===== src/rtl/aud_pwm_pkg.sv =====
// Register map and bit positions shared by the
// aud_pwm_apb_mc peripheral and its channel slices.
package aud_pwm_pkg;

  localparam logic [7:0] CTRL_OFF         = 8'h00;
  localparam logic [7:0] STATUS_OFF       = 8'h04;
  localparam logic [7:0] PRESCALE_OFF     = 8'h08;
  localparam logic [7:0] UNDERRUN_CLR_OFF = 8'h0C;
  localparam logic [7:0] DATA_BASE        = 8'h10;
  localparam logic [7:0] LEVEL_BASE       = 8'h40;
  localparam logic [7:0] IRQ_CFG_OFF      = 8'h18;

  localparam int CTRL_EN_LSB   = 0;
  localparam int CTRL_SRST_BIT = 16;

  localparam int STATUS_EMPTY_LSB = 0;
  localparam int STATUS_UNDR_LSB  = 8;
  localparam int STATUS_FULL_LSB  = 16;

  localparam int IRQ_EN_BIT = 8;

endpackage


===== src/rtl/aud_pwm_chan.sv =====
// One PWM channel: sample FIFO, period counter,
// duty register, sticky underrun flag, output flop.
module aud_pwm_chan
  import aud_pwm_pkg::*;
#(
  parameter int SAMPLE_W   = 8,
  parameter int FIFO_DEPTH = 8,
  localparam int AW = $clog2(FIFO_DEPTH),
  localparam int LW = AW + 1
) (
  input  logic                pclk_i,
  input  logic                presetn_i,
  input  logic                en,
  input  logic                tick,
  input  logic                flush,
  input  logic                push,
  input  logic [SAMPLE_W-1:0] push_data,
  input  logic                uclr,
  output logic                pwm,
  output logic [LW-1:0]       level,
  output logic                empty,
  output logic                full,
  output logic                underrun,
  output logic                can_push
);

  localparam logic [SAMPLE_W-1:0] CNT_MAX = '1;

  logic [SAMPLE_W-1:0] mem [FIFO_DEPTH];
  logic [AW:0]         wptr;
  logic [AW:0]         rptr;
  logic [SAMPLE_W-1:0] cnt;
  logic [SAMPLE_W-1:0] duty;
  logic                en_q;
  logic                rise;
  logic                step;
  logic                bound;
  logic                pop;
  logic                push_ok;
  logic                set_und;

  assign level    = wptr - rptr;
  assign empty    = (wptr == rptr);
  assign full     = (level == LW'(FIFO_DEPTH));
  assign rise     = en & ~en_q;
  assign step     = en & tick & ~rise & ~flush;
  assign bound    = step & (cnt == CNT_MAX);
  assign pop      = bound & ~empty;
  assign set_und  = bound & empty;
  // A pop in this cycle frees a slot for a push
  assign can_push = ~full | pop;
  assign push_ok  = push & can_push & ~flush;

  always_ff @(posedge pclk_i or negedge presetn_i) begin
    if (!presetn_i) begin
      for (int i = 0; i < FIFO_DEPTH; i++) begin
        mem[i] <= '0;
      end
    end else if (push_ok) begin
      mem[wptr[AW-1:0]] <= push_data;
    end
  end

  always_ff @(posedge pclk_i or negedge presetn_i) begin
    if (!presetn_i) begin
      wptr <= '0;
      rptr <= '0;
    end else if (flush) begin
      wptr <= '0;
      rptr <= '0;
    end else begin
      if (push_ok) wptr <= wptr + 1'b1;
      if (pop)     rptr <= rptr + 1'b1;
    end
  end

  always_ff @(posedge pclk_i or negedge presetn_i) begin
    if (!presetn_i) begin
      cnt      <= '0;
      duty     <= '0;
      underrun <= 1'b0;
    end else if (flush) begin
      cnt      <= '0;
      duty     <= '0;
      underrun <= 1'b0;
    end else begin
      if (rise) begin
        cnt  <= '0;
        duty <= '0;
      end else if (step) begin
        cnt <= cnt + 1'b1;
        if (pop) duty <= mem[rptr[AW-1:0]];
      end
      if (set_und)   underrun <= 1'b1;
      else if (uclr) underrun <= 1'b0;
    end
  end

  always_ff @(posedge pclk_i or negedge presetn_i) begin
    if (!presetn_i) begin
      en_q <= 1'b0;
      pwm  <= 1'b0;
    end else begin
      en_q <= en;
      pwm  <= en & (cnt < duty);
    end
  end

endmodule


===== src/rtl/aud_pwm_apb_mc.sv =====
// APB multi-channel audio PWM: decode, CTRL, prescaler.
// Optional IRQ_CFG register and irq_o under AUD_PWM_IRQ_EN.
module aud_pwm_apb_mc
  import aud_pwm_pkg::*;
#(
  parameter int NUM_CH     = 2,
  parameter int SAMPLE_W   = 8,
  parameter int FIFO_DEPTH = 8
) (
  input  logic              pclk_i,
  input  logic              presetn_i,
  input  logic [31:0]       paddr_i,
  input  logic              psel_i,
  input  logic              penable_i,
  input  logic              pwrite_i,
  input  logic [3:0][7:0]   pwdata_i,
  input  logic [3:0]        pstrb_i,
  output logic              pready_o,
  output logic [31:0]       prdata_o,
  output logic              pslverr_o,
`ifdef AUD_PWM_IRQ_EN
  output logic              irq_o,
`endif
  output logic [NUM_CH-1:0] aud_pwm_o
);

  localparam int LW = $clog2(FIFO_DEPTH) + 1;

  logic [31:0]       wdata;
  logic [7:0]        a;
  logic              hi_ok;
  logic              access;
  logic              ctrl_hit, stat_hit, pre_hit;
  logic              uclr_hit, irq_hit;
  logic [NUM_CH-1:0] data_sel, lvl_sel;
  logic              map_wr, map_rd, full_err;
  logic              err, wr_ok;

  logic [NUM_CH-1:0] ctrl_en;
  logic              srst_q;
  logic [15:0]       prescale;
  logic [15:0]       psc;
  logic              any_en, tick;

  logic [NUM_CH-1:0] ch_empty, ch_full, ch_und, ch_can;
  logic [LW-1:0]     ch_level [NUM_CH];

  logic              unused_ok;

  assign wdata     = pwdata_i;
  assign a         = paddr_i[7:0];
  assign hi_ok     = ~|paddr_i[31:8];
  assign access    = psel_i & penable_i;
  assign pready_o  = psel_i;
  assign unused_ok = ^{wdata, pstrb_i};

  assign ctrl_hit = hi_ok & (a == CTRL_OFF);
  assign stat_hit = hi_ok & (a == STATUS_OFF);
  assign pre_hit  = hi_ok & (a == PRESCALE_OFF);
  assign uclr_hit = hi_ok & (a == UNDERRUN_CLR_OFF);
`ifdef AUD_PWM_IRQ_EN
  assign irq_hit  = hi_ok & (a == IRQ_CFG_OFF);
`else
  assign irq_hit  = 1'b0;
`endif

  always_comb begin
    data_sel = '0;
    lvl_sel  = '0;
    for (int c = 0; c < NUM_CH; c++) begin
      if (hi_ok && a == DATA_BASE + 8'(4 * c))
        data_sel[c] = 1'b1;
      if (hi_ok && a == LEVEL_BASE + 8'(4 * c))
        lvl_sel[c] = 1'b1;
    end
  end

  assign map_wr   = ctrl_hit | pre_hit | uclr_hit
                  | (|data_sel) | irq_hit;
  assign map_rd   = ctrl_hit | stat_hit | pre_hit
                  | (|lvl_sel) | irq_hit;
  assign full_err = |(data_sel & ~ch_can);
  assign err      = access & (pwrite_i
                  ? (~map_wr | full_err) : ~map_rd);
  assign wr_ok    = access & pwrite_i & ~err;
  assign pslverr_o = err;

  assign any_en = |ctrl_en;
  assign tick   = any_en & (psc >= prescale);

  always_ff @(posedge pclk_i or negedge presetn_i) begin
    if (!presetn_i) begin
      ctrl_en  <= '0;
      srst_q   <= 1'b0;
      prescale <= '0;
      psc      <= '0;
    end else begin
      srst_q <= wr_ok & ctrl_hit & pstrb_i[2]
              & wdata[CTRL_SRST_BIT];
      if (wr_ok & ctrl_hit & pstrb_i[0])
        ctrl_en <= wdata[CTRL_EN_LSB +: NUM_CH];
      if (wr_ok & pre_hit & pstrb_i[0])
        prescale[7:0] <= wdata[7:0];
      if (wr_ok & pre_hit & pstrb_i[1])
        prescale[15:8] <= wdata[15:8];
      if (srst_q | ~any_en) psc <= '0;
      else if (tick)        psc <= '0;
      else                  psc <= psc + 1'b1;
    end
  end

  for (genvar c = 0; c < NUM_CH; c++) begin : g_ch
    aud_pwm_chan #(
      .SAMPLE_W   (SAMPLE_W),
      .FIFO_DEPTH (FIFO_DEPTH)
    ) u_chan (
      .pclk_i    (pclk_i),
      .presetn_i (presetn_i),
      .en        (ctrl_en[c]),
      .tick      (tick),
      .flush     (srst_q),
      .push      (wr_ok & data_sel[c] & ~srst_q),
      .push_data (wdata[SAMPLE_W-1:0]),
      .uclr      (wr_ok & uclr_hit & pstrb_i[0]
                  & wdata[c]),
      .pwm       (aud_pwm_o[c]),
      .level     (ch_level[c]),
      .empty     (ch_empty[c]),
      .full      (ch_full[c]),
      .underrun  (ch_und[c]),
      .can_push  (ch_can[c])
    );
  end

`ifdef AUD_PWM_IRQ_EN
  logic [8:0] irq_cfg;
  logic       irq_any;

  always_comb begin
    irq_any = 1'b0;
    for (int c = 0; c < NUM_CH; c++) begin
      if (ctrl_en[c] && (ch_und[c] ||
          int'(ch_level[c]) <= int'(irq_cfg[7:0])))
        irq_any = 1'b1;
    end
  end

  always_ff @(posedge pclk_i or negedge presetn_i) begin
    if (!presetn_i) begin
      irq_cfg <= '0;
      irq_o   <= 1'b0;
    end else begin
      if (wr_ok & irq_hit & pstrb_i[0])
        irq_cfg[7:0] <= wdata[7:0];
      if (wr_ok & irq_hit & pstrb_i[1])
        irq_cfg[8] <= wdata[IRQ_EN_BIT];
      irq_o <= irq_cfg[IRQ_EN_BIT] & irq_any;
    end
  end
`endif

  always_comb begin
    prdata_o = '0;
    if (access && !pwrite_i) begin
      if (ctrl_hit) begin
        prdata_o[CTRL_EN_LSB +: NUM_CH] = ctrl_en;
        prdata_o[CTRL_SRST_BIT]          = srst_q;
      end else if (stat_hit) begin
        prdata_o[STATUS_EMPTY_LSB +: NUM_CH] = ch_empty;
        prdata_o[STATUS_UNDR_LSB +: NUM_CH]  = ch_und;
        prdata_o[STATUS_FULL_LSB +: NUM_CH]  = ch_full;
      end else if (pre_hit) begin
        prdata_o[15:0] = prescale;
`ifdef AUD_PWM_IRQ_EN
      end else if (irq_hit) begin
        prdata_o[8:0] = irq_cfg;
`endif
      end else begin
        for (int c = 0; c < NUM_CH; c++) begin
          if (lvl_sel[c]) prdata_o[LW-1:0] = ch_level[c];
        end
      end
    end
  end

endmodule

===== config.mk =====
export PLATFORM = sky130hd
export DESIGN_NAME = aud_pwm_apb_mc
export DESIGN_NICKNAME = d
export VERILOG_FILES = /design/src/rtl/aud_pwm_pkg.sv /design/src/rtl/aud_pwm_chan.sv /design/src/rtl/aud_pwm_apb_mc.sv
export SDC_FILE = /design/constraint.sdc
export NUM_CORES = 1
export LEC_CHECK = 0
export CORE_MARGIN = 2
export CORE_UTILIZATION = 34
export CTS_CLUSTER_SIZE = 28
export DETAILED_ROUTE_END_ITERATION = 16
export SYNTH_ARGS = -nofsm -noshare
export SYNTH_HDL_FRONTEND = slang
export SYNTH_SLANG_ARGS = --single-unit

===== constraint.sdc =====
create_clock -name pclk_i -period 5.75 [get_ports pclk_i]
set_input_delay 1.15 -clock pclk_i [delete_from_list [all_inputs] [get_ports pclk_i]]
set_output_delay 1.15 -clock pclk_i [all_outputs]
set_load 0.02 [all_outputs]

After elaboration in Yosys (flattened, before gate mapping):

Index checks and enable logic that the tools add are counted.

* RAM bits: 0
* bits in read-only memories: 0
* memories: 0
* register bits after elaboration: 217
* output and inout port bits: 36
* latch bits: 0

* eq/ne operators: 13
* $mul: 0
* shifts and indexed selects: 0
* multiplexer cells: 61
* order comparisons: 9
* div/mod/pow operators: 0
* reduce and logical (&&, ||, !) cells: 27
* add/subtract/negate cells: 9
* bitwise logic cells: 73

Operators by type and width (count)
* $mux W8: 20
* $bwmux W64: 2
* $bmux W8 S3: 2
* $demux W8 S3: 2
* $and A1 B1 Y1: 44
* $mux W4: 11
* $mux W16: 2
* $reduce_or A24 Y1: 1
* $mux W18: 1
* $reduce_bool A3 Y1: 6
* $add A16 B1 Y16 const B: 1
* $add A4 B1 Y4 const B: 4
* $add A8 B1 Y8 const B: 2
* $eq A8 B4 Y1 const B: 2
* $eq A8 B5 Y1 const B: 2
* $eq A8 B7 Y1 const B: 2
* $eq A8 B8 Y1 const B: 2
* $ge A16 B16 Y1: 1
* $ge A4 B4 Y1 const B: 4
* $lt A8 B8 Y1: 2
* $not A3 Y4: 4
* $mux W14: 1
* $mux W1: 13
* $not A1 Y1: 13
* other kinds (17): 48

Longest topological paths before layout:

* depth in word-level cells: 22
* mapped depth: 13
* depth with buffers taken out: 9

Cells and area by module:

A second synthesis with hierarchy kept.

* cells, all modules: 954
* area, all modules: 11579.9 µm²

By module, submodules not included
* aud_pwm_chan at g_ch[0].u_chan: instances 1, sequential area each 2277.2 µm², cells an instance 343, area each 4524.3 µm²
* aud_pwm_chan at g_ch[1].u_chan: instances 1, sequential area each 2277.2 µm², cells an instance 342, area each 4516.8 µm²
* aud_pwm_apb_mc: instances 1, sequential area each 875.8 µm², cells an instance 269, area each 2538.7 µm²

Least setup slack after synthesis:

Ideal clock, no wire load.

* kind: input to output
* start point: input paddr_i[9]
* end point: output prdata_o[17]
* buffers on the path: 1
* data arrival time: 2972 ps
* stages on the path: 7
* path slack: 1628 ps
* cells stage by stage: nor4_1 and4_1 and3_1 buf_2 nor2b_1 nand2_1 nor4b_1

* longest elaborated chain between the ends: 6
* elaborated cells on any way between the ends: 7
* those cells by class: mux (3); bitwise (2); reduce/logical (2)

Ends and longest elaborated chain
* start, declared: line aud_pwm_apb_mc.sv:12 `input logic [31:0] paddr_i,`
* $reduce_or A24 Y1 (*): line aud_pwm_apb_mc.sv:52 `assign hi_ok = ~|paddr_i[31:8];`
* $logic_not A1 Y1 (*): line aud_pwm_apb_mc.sv:52
* $and A1 B1 Y1: line aud_pwm_apb_mc.sv:58 `assign stat_hit = hi_ok & (a == STATUS_OFF);`
* $mux W2: line aud_pwm_apb_mc.sv:168 `end else if (stat_hit) begin`
* $mux W1 (*): line aud_pwm_apb_mc.sv:165 `if (ctrl_hit) begin`
* $mux W18 (*): line aud_pwm_apb_mc.sv:164 `if (access && !pwrite_i) begin`
* end, declared: line aud_pwm_apb_mc.sv:19 `output logic [31:0] prdata_o,`

Mark *: on every way between the ends. The rest lies on a longest branch, timed or not.

Final worst setup path:

* start point: register g_ch[0].u_chan.wptr[0]
* end point: output pslverr_o

* longest elaborated chain between the ends: 10
* elaborated cells on any way between the ends: 13
* those cells by class: add/sub (1); eq/ne (2); mux (1); bitwise (8); reduce/logical (1)

Ends and longest elaborated chain
* start, declared: line aud_pwm_chan.sv:30 `logic [AW:0] wptr;`
* start signal, assigned: line aud_pwm_chan.sv:72 `if (push_ok) wptr <= wptr + 1'b1;`
* $sub A4 B4 Y4 / $eq A4 B4 Y1 (equally long branches): line aud_pwm_chan.sv:42, aud_pwm_chan.sv:43
* $eq A4 B4 Y1 / $not A1 Y1 (equally long branches): line aud_pwm_chan.sv:44, aud_pwm_chan.sv:48
* $not A1 Y1 / $and A1 B1 Y1 (equally long branches): line aud_pwm_chan.sv:51, aud_pwm_chan.sv:48
* $or A1 B1 Y1 (*): line aud_pwm_chan.sv:51 `assign can_push = ~full | pop;`
* $not A2 Y2 (*): line aud_pwm_apb_mc.sv:82 `assign full_err = |(data_sel & ~ch_can);`
* $and A2 B2 Y2 (*): line aud_pwm_apb_mc.sv:82
* $reduce_or A2 Y1 (*): line aud_pwm_apb_mc.sv:82
* $or A1 B1 Y1 (*): line aud_pwm_apb_mc.sv:84 `? (~map_wr | full_err) : ~map_rd);`
* $mux W1 (*): line aud_pwm_apb_mc.sv:84
* $and A1 B1 Y1 (*): line aud_pwm_apb_mc.sv:83 `assign err = access & (pwrite_i`
* end, declared: line aud_pwm_apb_mc.sv:20 `output logic pslverr_o,`

Marks and branches as above.

==> flow_summary.yaml <==
outcome:
  status: "completed"
setup_path:
  end_kind: "output port"
  crit_slowest_cell: "dfrtp_1"
  cp_max_fo: 15
  cp_cell_sequence: "inv_1, ha_1, fa_1, xor2_1, nand3_1, nor3_1, a21boi_4, a221o_1, clkdlybuf4s50_1"
  cp_slowest_stage_delay_ns: 0.67
  crit_arrival_ns: 4.17
  crit_type: "reg2out"
  cp-start-kind: "register"
  worst_ep_required_time_ns: 4.60
die:
  io_pins: 109
  core.rowCount: 67
  die_area_sq_um: 35400
  die_y_um: 188
  die-width_um: 188
  coreArea_sq_um: 33400
  start_util_pct: 34.5
sta:
  fin_crit_ns: 5.32
  setup_viol: 0
  rsz0062_at_grt: "false"
  tightest_slew_ns: 0.993
  maxSlewViolCount: 0
  finalCritPeriodShare_pct: 92.6
  fin_skew_ns: 0.00657
  tns_ns: 0
  holdWs_ns: 0.478
  max_freq_ghz: 0.188
  hold_violations: 0
  relSlewSlack_pct: 33.8
routing:
  vias: 7523
  ant_nets: 0
  wire_per_inst_um: 17.1
  drc: 0
  drtPass1Iterations: 5
  viasPerCell: 5.01
  drt-initial-drc-count: 354
  wl_um: 25700
logic_synthesis:
  synth_top_cell_by_area: "dfrtp_1"
  synth_area_sq_um: 11500
  synthCells: 958
  synth.distinct_cells: 65
  synth-edff-count: 0
  yosysSeqAreaShare_pct: 47.1
  synthArstFlopShare_pct: 100
  syn_avg_cell_area_sq_um: 12.0
  synth_area_leaders: "dfrtp_1 47%, mux2_2 12%, mux4_2 6.2%"
  yosys_warnings: 0
  synth_top_area_share_pct: 47.1
  ys_ff_latch: 217
  synth_flop_cell: "dfrtp_1"
layout:
  utilization_pct: 40.7
  layout-drive-gt1-share_pct: 24.1
  nets: 1151
  final_common_cell: "dfrtp_1"
  fill_cells: 3155
  layout_common_cells: "217 x dfrtp_1, 127 x mux2_2, 77 x clkdlybuf4s50_1"
  synthToLayoutAreaGrowth_pct: 17.9
  diodes: 0
power:
  irDropWorstVdd_v: 0.000231
  power_w: 0.00328
  power_density_nw_per_um2: 242
  total_leakage_power_nw: 6.30
global_routing:
  use_met1_pct: 20.8
  grt_pass1_vias: 7767
  grt_pass1_wl_um: 42200
  grt-busiest-layer: "met2"
  grt_start_max_net_pins: 125
  use_met2_pct: 23.9
  grt_usage_pct: 14.8
  met3_usage_pct: 2.74
  grt.overflow.total: 0
  antenna_found_initial: 0
clock_network:
  cts.path.max_buffers: 3
  clk_latency_ns: 0.53
  hold_buffers: 0
  htreeDepth: 1
  post_cts_resized: 0
  clock_sink_count: 217
  cts_buffers: 26
  cts_setup_buffers: 0
  root_buffer: "clkbuf_16"
  path_clk_slew_ns: 0.06
  cts_tree: "yes"
placement:
  place.gp.congestion: 0.760
  portBuffers: 78
  dp_hpwl_um: 17400
flow_run:
  drv_cap: 0
min_path:
  hold_class: "reg2reg"
worst max-delay path, delay by kind of cell (launching register included):
kind,cells,cell delay [ns]
compound gates,2,0.92
buf+inv,2,0.82
flops,1,0.67
fa+ha+maj,2,0.65
simple gates,2,0.40
xor+xnor,1,0.18
worst paths after layout:
kind	startpoint	to	slack (ns)	cells past startpoint
min reg2reg	ctrl_en[1]	g_ch[1].u_chan.en_q	0.48	0
min in group asynchronous	presetn_i	g_ch[1].u_chan.pwm	0.72	1
max	g_ch[0].u_chan.wptr[0]	pslverr_o	0.43	9
max reg2reg	g_ch[0].u_chan.wptr[0]	g_ch[0].u_chan.mem[16]	1.92	9
max in group asynchronous	presetn_i	g_ch[0].u_chan.wptr[0]	3.99	2
min	ctrl_en[1]	g_ch[1].u_chan.en_q	0.48	0
logic make-up (layout without fill, tap and decap cells):
family / count (synthesis) / in the layout / synth area share, %
multiplexers: 202 / 202 / 23.1
XOR/XNOR: 30 / 30 / 2.28
buffers and inverters: 106 / 188 / 4.28
other: 1 / 14 / 0.0325
AND/OR/NAND/NOR: 248 / 248 / 12.0
flip-flops: 217 / 217 / 47.1
adder cells (fa/ha/maj): 45 / 45 / 5.01
AO/OA/AOI/OAI: 109 / 109 / 6.31
through the flow:
| stage | std cells | setup slack, ns | area [sq um] |
|---|---|---|---|
| 2_1_floorplan | 971 | 1.63 | 11600 |
| 3_3_place_gp | 1453 | 0.533 | 12700 |
| 3_5_place_dp | 1453 | 0.542 | 12700 |
| 4_1_cts | 1501 | 0.368 | 13600 |
| 5_1_grt | 1501 | 0.115 | 13600 |
| 6_report | 1501 | 0.428 | 13600 |
cell type report:
type / count / area, sq um / share of cell area [%]
tap: 448 / 561 / 4.12
multi-input combinational: 648 / 5660 / 41.6
sequential: 217 / 5430 / 39.9
clock buffer: 39 / 781 / 5.74
timing repair buffer: 91 / 896 / 6.59
inverter: 49 / 184 / 1.35
clock inverter: 9 / 85.1 / 0.626
sequential cells by signal (all words and copies together) (netlist names):
register	count
srst_q	1
g_ch.u_chan.wptr	8
g_ch.u_chan.en_q	2
ctrl_en	2
g_ch.u_chan.underrun	2
prescale	16
g_ch.u_chan.mem	128
g_ch.u_chan.cnt	16
psc	16
g_ch.u_chan.duty	16
g_ch.u_chan.rptr	8
g_ch.u_chan.pwm	2
cells in the mapped netlist, types with 3 or more instances:
cell        n
or2_2       3
nor3b_1     3
nor4_1      7
a22oi_1     5
o21ai_0    37
a21o_1      9
o31ai_1     4
mux2_2    127
nand2_1    45
buf_4      18
or3_1       3
buf_1       3
a211oi_1   11
xor2_1     18
inv_1      47
nand3_1    30
nor4_4      6
dfrtp_1   217
nor2b_1    10
buf_2       5
nand2b_1    4
mux2i_1    27
and3_1     20
clkbuf_1   28
a21oi_1    21
ha_1       43
nand4_1     7
and2_1     16
a211o_1     3
or4_1       4
mux4_2     32
xnor2_1    12
mux2_4     16
buf_6       3
nor3_1      7
nor2_1     68
and4_1      4
layer usage:
layer,vias up,part of all wire (%),wire length (um)
li1,3570,-,-
met3,33,5.4,1390
met1,3757,48,12300
met4,0,1.6,408
met5,-,0,0
met2,163,45,11700
where the power goes:
part / switching [W] / internal, W
Clock: 0.000657 / 0.000985
Sequential: 0.000000000000125 / 0.00153
Combinational: 0.0000723 / 0.0000431
Power figures use the tool's default switching activity.
